### src/rtl/cpu_addr_pkg.sv
// Shared types and constants for the indexed address generator.
package cpu_addr_pkg;

  localparam logic [7:0] ZERO_PAGE = 8'h00;

  // Addressing modes; encodings 6 and 7 are reserved and never accepted.
  typedef enum logic [2:0] {
    MODE_ZPX  = 3'd0,
    MODE_ZPY  = 3'd1,
    MODE_ABSX = 3'd2,
    MODE_ABSY = 3'd3,
    MODE_INDX = 3'd4,
    MODE_INDY = 3'd5
  } mode_e;

  typedef enum logic [2:0] {
    ST_IDLE   = 3'd0,
    ST_OP_LO  = 3'd1,
    ST_OP_HI  = 3'd2,
    ST_PTR_LO = 3'd3,
    ST_PTR_HI = 3'd4,
    ST_FIXUP  = 3'd5,
    ST_DONE   = 3'd6
  } state_e;

  // True for the six defined mode encodings.
  function automatic logic mode_is_valid(input logic [2:0] m);
    return (m <= 3'd5);
  endfunction

  // Y-indexed modes are the odd encodings (ZPY, ABSY, INDY).
  function automatic logic mode_uses_y(input logic [2:0] m);
    return m[0];
  endfunction

endpackage

### src/rtl/page_adder.sv
// 16-bit base plus 8-bit unsigned index; reports carry out of the low byte.
module page_adder (
  input  logic [15:0] base_i,
  input  logic [7:0]  index_i,
  output logic [15:0] sum_o,
  output logic        carry_o
);

  logic [8:0] lo_sum;

  assign lo_sum  = {1'b0, base_i[7:0]} + {1'b0, index_i};
  assign carry_o = lo_sum[8];
  assign sum_o   = {base_i[15:8] + {7'b0000000, lo_sum[8]}, lo_sum[7:0]};

endmodule

### src/rtl/indexed_address_gen.sv
// Effective-address generator for zero-page, absolute and indirect indexed
// addressing. Operand and pointer bytes arrive on db_in.
//
// Handshake: there is no ready signal. In OP_LO, OP_HI, PTR_LO and PTR_HI the
// block waits indefinitely and consumes db_in on exactly the rising edge where
// db_valid=1; db_valid is ignored in every other state. mem_req/mem_addr are
// level outputs that stay stable for the whole PTR_LO/PTR_HI state.
module indexed_address_gen
  import cpu_addr_pkg::*;
(
  input  logic        fclk,
  input  logic        resb,
  input  logic        start,
  input  logic [2:0]  mode,
  input  logic        force_fix,
  input  logic [7:0]  x_index,
  input  logic [7:0]  y_index,
  input  logic [7:0]  db_in,
  input  logic        db_valid,
  output logic        mem_req,
  output logic [15:0] mem_addr,
  output logic [15:0] ea,
  output logic        ea_valid,
  output logic        busy,
  output logic        page_cross,
  output state_e      dbg_state
);

  state_e      state_q, state_d;
  mode_e       mode_q;
  logic        fix_q;
  logic [7:0]  idx_q;
  logic [7:0]  lo_q;
  logic [7:0]  ptr_q;
  logic [15:0] ea_q;
  logic        pc_q;

  logic [15:0] add_base;
  logic [15:0] add_sum;
  logic        add_carry;
  logic [7:0]  zp_sum;
  logic [7:0]  ptr_inc;
  logic        accept;

  assign accept  = start && mode_is_valid(mode);
  assign zp_sum  = db_in + idx_q;
  assign ptr_inc = ptr_q + 8'd1;

  // High byte arrives on db_in; low byte is either the absolute operand or the pointer data.
  assign add_base = {db_in, lo_q};

  page_adder u_page_adder (
    .base_i  (add_base),
    .index_i (idx_q),
    .sum_o   (add_sum),
    .carry_o (add_carry)
  );

  // State register.
  always_ff @(posedge fclk or negedge resb) begin
    if (!resb) state_q <= ST_IDLE;
    else       state_q <= state_d;
  end

  // Next-state logic.
  always_comb begin
    state_d = state_q;
    case (state_q)
      ST_IDLE:   if (accept) state_d = ST_OP_LO;
      ST_OP_LO: begin
        if (db_valid) begin
          case (mode_q)
            MODE_ZPX, MODE_ZPY:   state_d = ST_DONE;
            MODE_ABSX, MODE_ABSY: state_d = ST_OP_HI;
            default:              state_d = ST_PTR_LO;
          endcase
        end
      end
      ST_OP_HI:  if (db_valid) state_d = (add_carry || fix_q) ? ST_FIXUP : ST_DONE;
      ST_PTR_LO: if (db_valid) state_d = ST_PTR_HI;
      ST_PTR_HI: begin
        if (db_valid) begin
          if (mode_q == MODE_INDX) state_d = ST_DONE;
          else                     state_d = (add_carry || fix_q) ? ST_FIXUP : ST_DONE;
        end
      end
      ST_FIXUP:  state_d = ST_DONE;
      ST_DONE:   state_d = ST_IDLE;
      default:   state_d = ST_IDLE;
    endcase
  end

  // Output decode from the current state.
  always_comb begin
    mem_req    = 1'b0;
    mem_addr   = 16'h0000;
    busy       = (state_q != ST_IDLE);
    ea_valid   = (state_q == ST_DONE);
    page_cross = (state_q == ST_DONE) && pc_q;
    case (state_q)
      ST_PTR_LO: begin
        mem_req  = 1'b1;
        mem_addr = {ZERO_PAGE, ptr_q};
      end
      ST_PTR_HI: begin
        mem_req  = 1'b1;
        mem_addr = {ZERO_PAGE, ptr_inc};
      end
      default: ;
    endcase
  end

  assign ea        = ea_q;
  assign dbg_state = state_q;

  // Datapath: latch request fields at start, capture bytes, form the result.
  always_ff @(posedge fclk or negedge resb) begin
    if (!resb) begin
      mode_q <= MODE_ZPX;
      fix_q  <= 1'b0;
      idx_q  <= 8'h00;
      lo_q   <= 8'h00;
      ptr_q  <= 8'h00;
      ea_q   <= 16'h0000;
      pc_q   <= 1'b0;
    end else begin
      case (state_q)
        ST_IDLE: begin
          if (accept) begin
            mode_q <= mode_e'(mode);
            fix_q  <= force_fix;
            idx_q  <= mode_uses_y(mode) ? y_index : x_index;
          end
        end
        ST_OP_LO: begin
          if (db_valid) begin
            lo_q  <= db_in;
            pc_q  <= 1'b0;
            // (zp,X) pre-indexes the pointer; (zp),Y uses the operand as-is.
            ptr_q <= (mode_q == MODE_INDX) ? zp_sum : db_in;
            if (mode_q == MODE_ZPX || mode_q == MODE_ZPY) ea_q <= {ZERO_PAGE, zp_sum};
          end
        end
        ST_OP_HI: begin
          if (db_valid) begin
            ea_q <= add_sum;
            pc_q <= add_carry;
          end
        end
        ST_PTR_LO: if (db_valid) lo_q <= db_in;
        ST_PTR_HI: begin
          if (db_valid) begin
            if (mode_q == MODE_INDX) begin
              ea_q <= {db_in, lo_q};
              pc_q <= 1'b0;
            end else begin
              ea_q <= add_sum;
              pc_q <= add_carry;
            end
          end
        end
        default: ;
      endcase
    end
  end

endmodule

### config.mk
export PLATFORM = sky130hd
export DESIGN_NAME = indexed_address_gen
export DESIGN_NICKNAME = d
export VERILOG_FILES = /design/src/rtl/cpu_addr_pkg.sv /design/src/rtl/page_adder.sv /design/src/rtl/indexed_address_gen.sv
export SDC_FILE = /design/constraint.sdc
export NUM_CORES = 1
export LEC_CHECK = 0
export ABC_CLOCK_PERIOD_IN_PS = 3300
export BUFFER_PORTS_ARGS = -buffer_cell sky130_fd_sc_hd__buf_4
export CAP_MARGIN = 5
export CORE_MARGIN = 8
export CORE_UTILIZATION = 56
export DETAILED_ROUTE_END_ITERATION = 7
export GPL_TIMING_DRIVEN = 0
export PLACE_DENSITY = 0.81
export SLEW_MARGIN = 20
export SYNTH_ARGS = -nofsm -noshare
export SYNTH_HDL_FRONTEND = slang
export SYNTH_HIERARCHICAL = 1
export SYNTH_SLANG_ARGS = --single-unit
### constraint.sdc
create_clock -name fclk -period 3.3 [get_ports fclk]
set_input_delay 0.495 -clock fclk [delete_from_list [all_inputs] [get_ports fclk]]
set_output_delay 0.495 -clock fclk [all_outputs]
set_load 0.02 [all_outputs]
* Yosys cells after proc, flatten, opt, wreduce, memory -nomap -nowiden *
Index checks and enable logic that the tools add are counted.
Widths: inputs -> output; s select.

word-level totals
  register bits after elaboration = 48
  input bits = 32
  output and inout port bits = 39
  word-level logic and storage cells = 71

operators by class
  add/subtract/negate cells = 4
  magnitude comparators = 1
  equal/unequal tests = 16
  mux-type cells = 24
  reduce and logical (&&, ||, !) cells = 18

operators with widths
  operator             number
  $mux 16              5
  $pmux 16 s3          1
  $pmux 3 s6           1
  $mux 8               2
  $pmux 8 s2           1
  $mux 3               5
  $eq 3x2->1 const B   4
  $eq 3x3->1 const B   4
  $ne 2x2->1 const B   6
  $reduce_and 5->1     2
  $add 8x8->9          1
  $add 8x1->8          1
  $add 8x1->8 const B  1
  $add 8x8->8          1
  $reduce_or 2->1      4
  $eq 3x1->1 const B   2
  $logic_not 3->1      2
  $pmux 3 s2           1
  $reduce_and 2->1     3
  $reduce_bool 3->1    2
  $mux 1               5
  $mux 2               2
  $reduce_and 4->1     1
  $le 3x3->1 const B   1
  3 further kinds      5

* Longest topological paths before layout *
Gate-level depths: netlist (run 1).

  word-level depth = 6
  mapped depth = 11
  depth with buffers taken out = 11

* Cells and area by module *
The synthesis (run 1) kept the hierarchy.

modules (own cells, without submodules)
  module               times used  cells each  area an instance (um2)  seq. area each (um2)
  indexed_address_gen  1           355         3085.5                  1201.2
  page_adder           1           55          449.2                   0.0

* Worst setup path before layout (run 1) *
OpenSTA, ideal clock, no wires.

  kind = register to register
  start = reg lo_q[0]
  end = reg ea_q[15] (netlist: ea[15])
  library setup time = 95 ps
  arrival = 2245 ps
  data required time = 3205 ps
  slack = 960 ps
  stages on the path, launching flop included = 12
  path buffers = 0
  clock period less this slack = 2340 ps
  cell sequence = dfrtp_1 ha_1 fa_1 a21oi_1 o21a_1 o21ai_1 ha_1 and3_1 nand3_1 xnor2_1 a21oi_1 o31ai_1

on the way
  cells in the longest elaborated chain, start to end = 5
  elaborated cells on any way between the ends = 6
  those cells by class = add/sub (2); mux (4)

RTL lines
  item                    line                        text
  start, declared         indexed_address_gen.sv:33   logic [7:0] lo_q;
  start signal, assigned  indexed_address_gen.sv:137  lo_q <= db_in;
  start signal, assigned  indexed_address_gen.sv:150  ST_PTR_LO: if (db_valid) lo_q <= db_in;
  $add 8x8->9 (*)         page_adder.sv:11            assign lo_sum = {1'b0, base_i[7:0]} + {1'b0, index_i};
  via add_carry           indexed_address_gen.sv:40   logic add_carry;
  $add 8x1->8 (*)         page_adder.sv:13            assign sum_o = {base_i[15:8] + {7'b0000000, lo_sum[8]}, lo_sum[7:0]};
  via add_sum[15]         indexed_address_gen.sv:39   logic [15:0] add_sum;
  $mux 16                 indexed_address_gen.sv:153  if (mode_q == MODE_INDX) begin
  $mux 16                 indexed_address_gen.sv:152  if (db_valid) begin
  $pmux 16 s3 (*)         indexed_address_gen.sv:127  case (state_q)
  end signal, assigned    indexed_address_gen.sv:141  if (mode_q == MODE_ZPX || mode_q == MODE_ZPY) ea_q <= {ZERO_PAGE, zp_sum};
  end signal, assigned    indexed_address_gen.sv:154  ea_q <= {db_in, lo_q};
  end signal, assigned    indexed_address_gen.sv:157  ea_q <= add_sum;
  end, declared           indexed_address_gen.sv:35   logic [15:0] ea_q;

Mark *: on every way through the listed nets, which the timed path passes. The rest lies on a longest branch. The select of a mux whose other input is x is not followed.
A chain may end at the register's enable or synchronous reset.

* Worst setup path after layout (run 1) *
  start = reg idx_q[0]
  end = reg ea_q[14] (netlist: ea[14])

on the way
  cells in the longest elaborated chain, start to end = 5
  elaborated cells on any way between the ends = 6
  those cells by class = add/sub (2); mux (4)

RTL lines
  item                    line                        text
  start, declared         indexed_address_gen.sv:32   logic [7:0] idx_q;
  start signal, assigned  indexed_address_gen.sv:132  idx_q <= mode_uses_y(mode) ? y_index : x_index;
  $add 8x8->9 (*)         page_adder.sv:11
  via add_carry           indexed_address_gen.sv:40
  $add 8x1->8 (*)         page_adder.sv:13
  via add_sum[14]         indexed_address_gen.sv:39
  $mux 16                 indexed_address_gen.sv:153
  $mux 16                 indexed_address_gen.sv:152
  $pmux 16 s3 (*)         indexed_address_gen.sv:127

Marks and branches as above.

==> run summary, run 1 <==
number of buffers added for setup after CTS: 0
Layout Skew: 12.1 ps
Slew HR: 47.6%
status: completed
crit path capture type: flip-flop
CTS tree: built
number of synthesized register bits: 48
Root Buffer: clkbuf_8
reg2reg start: idx_q[0]$_DFFE_PN0P_
Die X: 95.4 microns
Pwr Density: 1060 nW/um^2
Reg2Reg Depth: 11
part of the cycle the worst path needs: 83.4%
Worst Path Required: 3510 ps
CTS max path bufs: 2
final setup fails: 0
FF/Latch Area: 1200 sq um
Final Max Tran Viols: 0
largest net degree at the start of global routing: 49
RD Place Congestion: 0.955
Via density: 6.04
core area: 6240 sq um
diode count: 0
Startpoint Class: flip-flop
Area Growth Syn to Fin: 18.4%
drt first pass iters: 6
CTS sink cnt: 48
Max-cap violations: 0
Netlist cell types: 65
first-pass GRT wire length: 15,800 microns
reg-to-reg slack, setup: 550 ps
initial antenna violation count: 0
vias in the first global route: 3,391
top cell type's share of synthesized area: 34.0%
Fin. Hold Viols: 0
sequential fraction of the synthesis area: 34.0%
WL final: 9470 microns
Syn Inst Count: 410
area post-placement: 4110 sq um
reg2reg end: ea[14]$_DFFE_PN0P_
Detailed Place HPWL: 7420 microns
Inserted Clock Buffers: 5
share of layout cells above drive strength 1: 21.3%
Leakage: 1.92 nW
antenna violation net count after detailed routing: 0
Post-Syn Area: 3530 sq um
Tightest Pin Transition: 785 ps
Post-CTS Hold Buffers: 0
number of synthesized flops with an enable pin: 0
Final Util: 67.1%
Clock Pin Slew Worst Setup and Hold Paths: 90 ps
Tot GR Track Use: 21.9%
most frequent cells in the layout: 68 x buf_4, 48 x dfrtp_1, 45 x nand2_1, 43 x a21oi_1, 30 x nor2_1
Peak VDD IR: 502 uV
FMAX: 363 MHz
Starting Density: 56.6%
Worst EP arrival: 2960 ps
most common cell after layout, fill and taps aside: buf_4
Synth async-reset ratio: 100%
leading area contributor after synthesis: dfrtp_1
via count: 3,389
Ys Warns: 6
worst skew pair latency: 310 ps
worst setup path category: flip-flop to flip-flop
height of the die: 95.4 microns
syn_area_per_cell: 8.62 sq um
grt ovf: 0
fin nets: 536
WL/cell: 16.9 microns
port bufs: 60
worst min path class: input pin to async pin
Die ar.: 9110 sq um
Filler cells: 528
row cnt: 29
CTS resizes: 0
largest cells by area after synthesis: dfrtp_1 34%, ha_1 6.4%, a21oi_1 6.1%, nand2_1 4.8%, o21ai_0 4.1%
RSZ-0062 raised after global routing: no
CTS H-tree depth: 2
area of the multi-input gates: 2150 sq um
area of all placed cells without fillers: 4190 sq um
Setup TNS Final: 0 ps
Period minus WS final: 2750 ps
commonest register cell after synthesis: dfrtp_1
Crit Path Max Fanout: 3
initial DRC count: 302
Ports: 71
DRC viols: 0
## critical path, cell delays in order, from the launching register on
cell     delay, ps
dfrtp_1        420
ha_1           240
fa_1           420
a21oi_1        240
o21a_1         190
o21ai_1        180
ha_1           250
ha_1           230
nand3_1         90
xnor2_1        110
a21oi_1         60
o31ai_1        210
## metal layers
metal | vias to the layer above | wire length (microns) | global-route usage, %
li1 | 1626 | - | -
met1 | 1589 | 3840 | 26.2
met2 | 158 | 4550 | 37.2
met3 | 16 | 921 | 4.72
met4 | 0 | 163 | 9.09
met5 | - | 0 | 0
## power breakdown
| part | leakage (nW) | internal, mW | switching (mW) |
|---|---|---|---|
| Combinational | 1.31 | 1.24 | 1.74 |
| Sequential | 0.575 | 0.864 | 0.254 |
| Clock | 0.0410 | 0.145 | 0.196 |
## state kept, by name, indices dropped and copies added, names as in the netlist
| signal | flops |
|---|---|
| ea | 16 |
| idx_q | 8 |
| lo_q | 8 |
| ptr_q | 8 |
| dbg_state | 3 |
| mode_q | 3 |
| fix_q | 1 |
| pc_q | 1 |
## logic make-up (layout without fill, tap and decap cells)
family	count (synthesis)	after routing	share of synthesized area, %
AOI/OAI and AO/OA	135	135	24.2
and+or+nand+nor	126	126	17.7
DFF	48	48	34.0
buffers and inverters	42	109	5.81
muxes	24	24	7.15
adders and majority gates	21	21	7.79
xor gates and xnor gates	13	13	3.22
other	1	8	0.106
## synthesized netlist by cell type (9+ instances only)
cell / count
a21oi_1: 43
clkbuf_1: 11
dfrtp_1: 48
ha_1: 18
inv_1: 12
mux2_2: 9
mux2i_1: 14
nand2_1: 45
nand3_1: 10
nor2_1: 30
o21ai_0: 29
## through the flow
step	hold slack (ps)	std cells	setup slack, ps	total power [mW]
after floorplan	199	417	960	3.21
after global placement	466	554	660	3.94
after detailed placement	468	554	600	4.06
after CTS	218	561	578	4.41
after global routing	240	561	387	4.82
final	185	561	548	4.43
## area by class of cell
class,count,share of cell area (%)
flip-flops and latches,48,28.7
clock buffers,6,1.73
repair buffers,60,10.8
clock inverters,1,0.120
well taps,77,2.30
inverters,13,1.17
multi-input cells,327,51.5
plain buffers,29,3.74
## worst max-delay path by stage
stage / cells after the start / endpoint / from
5_1_grt: 11 / ea[15]$_DFFE_PN0P_ / idx_q[0]$_DFFE_PN0P_
4_1_cts: 11 / ea[14]$_DFFE_PN0P_ / idx_q[0]$_DFFE_PN0P_
2_1_floorplan: 11 / ea[15]$_DFFE_PN0P_ / lo_q[0]$_DFFE_PN0P_
6_report: 11 / ea[14]$_DFFE_PN0P_ / idx_q[0]$_DFFE_PN0P_
3_3_place_gp: 11 / ea[12]$_DFFE_PN0P_ / idx_q[0]$_DFFE_PN0P_
3_5_place_dp: 11 / ea[14]$_DFFE_PN0P_ / idx_q[0]$_DFFE_PN0P_
Power figures use the tool's default switching activity.
==> run 2, diff against run 1 <==
ABC_CLOCK_PERIOD_IN_PS = 2700   (was 3300)
clock period = 2.7 ns   (was 3.3 ns; I/O delays follow)
==> run 2 against run 1 <==
Power increased by 24%. Critical path depth unchanged. Routed wire length increased by 1.1%. Die area unchanged.
==> run summary, run 2 (synthesis results as in run 1) <==
status: completed
worst setup path start: idx_q[0]$_DFFE_PN0P_
WL/cell: 17.0 microns (+0.90%)
reg2reg start: idx_q[0]$_DFFE_PN0P_
final setup fails: 0 (unchanged)
Die X: 95.4 microns (unchanged)
Tot GR Track Use: 21.9% (+0.049 points)
Worst Setup EP: ea[14]$_DFFE_PN0P_
worst skew pair latency: 310 ps (about the same)
Leakage: 1.93 nW (+0.59%)
area post-placement: 4110 sq um (unchanged)
port bufs: 60 (unchanged)
crit path capture type: flip-flop
antenna violation net count after detailed routing: 0 (unchanged)
Post-CTS Hold Buffers: 0 (unchanged)
Clock Pin Slew Worst Setup and Hold Paths: 90 ps (about the same)
Ports: 71 (unchanged)
share of layout cells above drive strength 1: 22.9% (+1.6 points)
most frequent cells in the layout: 69 x buf_4, 48 x dfrtp_1, 45 x nand2_1, 42 x a21oi_1
Detailed Place HPWL: 7420 microns (unchanged)
first-pass GRT wire length: 15,800 microns (+0.13%)
diode count: 0 (unchanged)
Max-cap violations: 0 (unchanged)
Total Power: 5.51 mW (+24%)
CTS max path bufs: 2 (unchanged)
Filler cells: 522 (-1.1%)
Period minus WS final: 2560 ps (-188 ps)
area of all placed cells without fillers: 4220 sq um (+0.75%)
Via density: 6.10 (+1.1%)
Final Util: 67.6% (+0.50 points)
Crit Path Max Fanout: 3 (unchanged)
vias in the first global route: 3,391 (unchanged)
Die ar.: 9110 sq um (unchanged)
core area: 6240 sq um (unchanged)
Startpoint Class: flip-flop
worst min path class: input pin to async pin
reg-to-reg slack, setup: 140 ps (-410 ps)
Slew HR: 46.6% (-1.0 points)
Layout Skew: 11.8 ps (-0.221 ps)
area of the multi-input gates: 2180 sq um (+0.99%)
DRC viols: 0 (unchanged)
post-route insts no fill: 562 (+0.18%)
row cnt: 29 (unchanged)
CTS sink cnt: 48 (unchanged)
Inserted Clock Buffers: 5 (unchanged)
Tightest Pin Transition: 800 ps (+15.3 ps)
Fin. Hold Viols: 0 (unchanged)
most common cell after layout, fill and taps aside: buf_4
RD Place Congestion: 0.955 (unchanged)
largest net degree at the start of global routing: 49 (unchanged)
CTS H-tree depth: 2 (unchanged)
height of the die: 95.4 microns (unchanged)
Worst Path Required: 2920 ps (-590 ps)
Pwr Density: 1310 nW/um^2 (+23%)
grt ovf: 0 (unchanged)
Reg2Reg Depth: 11 (unchanged)
initial antenna violation count: 0 (unchanged)
reg2reg end: ea[14]$_DFFE_PN0P_
Peak VDD IR: 626 uV (+25%)
Starting Density: 56.6% (unchanged)
part of the cycle the worst path needs: 95.0% (+12 points)
placement-stage worst setup slack: -0.289 ps (-600 ps)
Root Buffer: clkbuf_8
fin nets: 537 (+0.19%)
worst setup path category: flip-flop to flip-flop
CTS tree: built
Area Growth Syn to Fin: 19.3%
Fin Hold WS: 94.0 ps (-91.4 ps)
placed insts: 554 (unchanged)
RSZ-0062 raised after global routing: yes
FMAX: 390 MHz (+7.3%)
drt first pass iters: 5 (-1)
WL final: 9580 microns (+1.1%)
FF/Latch Area: 1200 sq um (unchanged)
Final Max Tran Viols: 0 (unchanged)
worst setup margin: 136 ps (-412 ps)
initial DRC count: 247 (-18%)
Setup TNS Final: 0 ps (unchanged)
Largest register FFs: 16 (unchanged)
via count: 3,431 (+1.2%)
Worst EP arrival: 2780 ps (-180 ps)
[run 2: cell type report]
type	instances	share of cell area (%)
flip-flops and latches	48	28.5
clock buffers	6	1.72
repair buffers	61	10.9
plain buffers	29	3.77
well taps	77	2.28
inverters	13	1.16
clock inverters	1	0.119
multi-input cells	327	51.6
[run 2: critical path, stage by stage (launching register included)]
cell and delay, ps:
dfrtp_1 420, ha_1 250, fa_2 390, a21oi_2 180
o21a_1 180, o21ai_2 120, ha_1 220, ha_1 230
nand3_1 90, xnor2_1 110, a21oi_1 60, o31ai_1 210
[run 2: worst min path at each step]
stage / start / endpoint
5_1_grt: resb / ea[15]$_DFFE_PN0P_
6_report: resb / ea[15]$_DFFE_PN0P_
2_1_floorplan: resb / dbg_state[0]$_DFFE_PN0P_
3_5_place_dp: resb / ea[10]$_DFFE_PN0P_
4_1_cts: resb / ea[15]$_DFFE_PN0P_
3_3_place_gp: resb / ea[9]$_DFFE_PN0P_
[run 2: per-layer routing]
layer  track usage [%]  up-vias  wire (microns)
met5                 0        -               0
met4              9.09        0             259
met3              4.57       23             845
met2              37.3      176            4530
met1              26.3     1600            3940
li1                  -     1632               -
[run 2: timing repair]
item                                    4_1_cts  5_1_grt
buffers inserted                              0        1
endpoints found under the setup margin        1       13
hold endpoints to repair                      0        0
resized for setup                             1        9
pin swaps                                     0        1
[run 2: report_power, final]
part,leakage (nW),switching [mW],internal (mW)
Clock,0.0410,0.242,0.177
Sequential,0.575,0.313,1.06
Combinational,1.32,2.16,1.57
Total,1.93,2.71,2.80
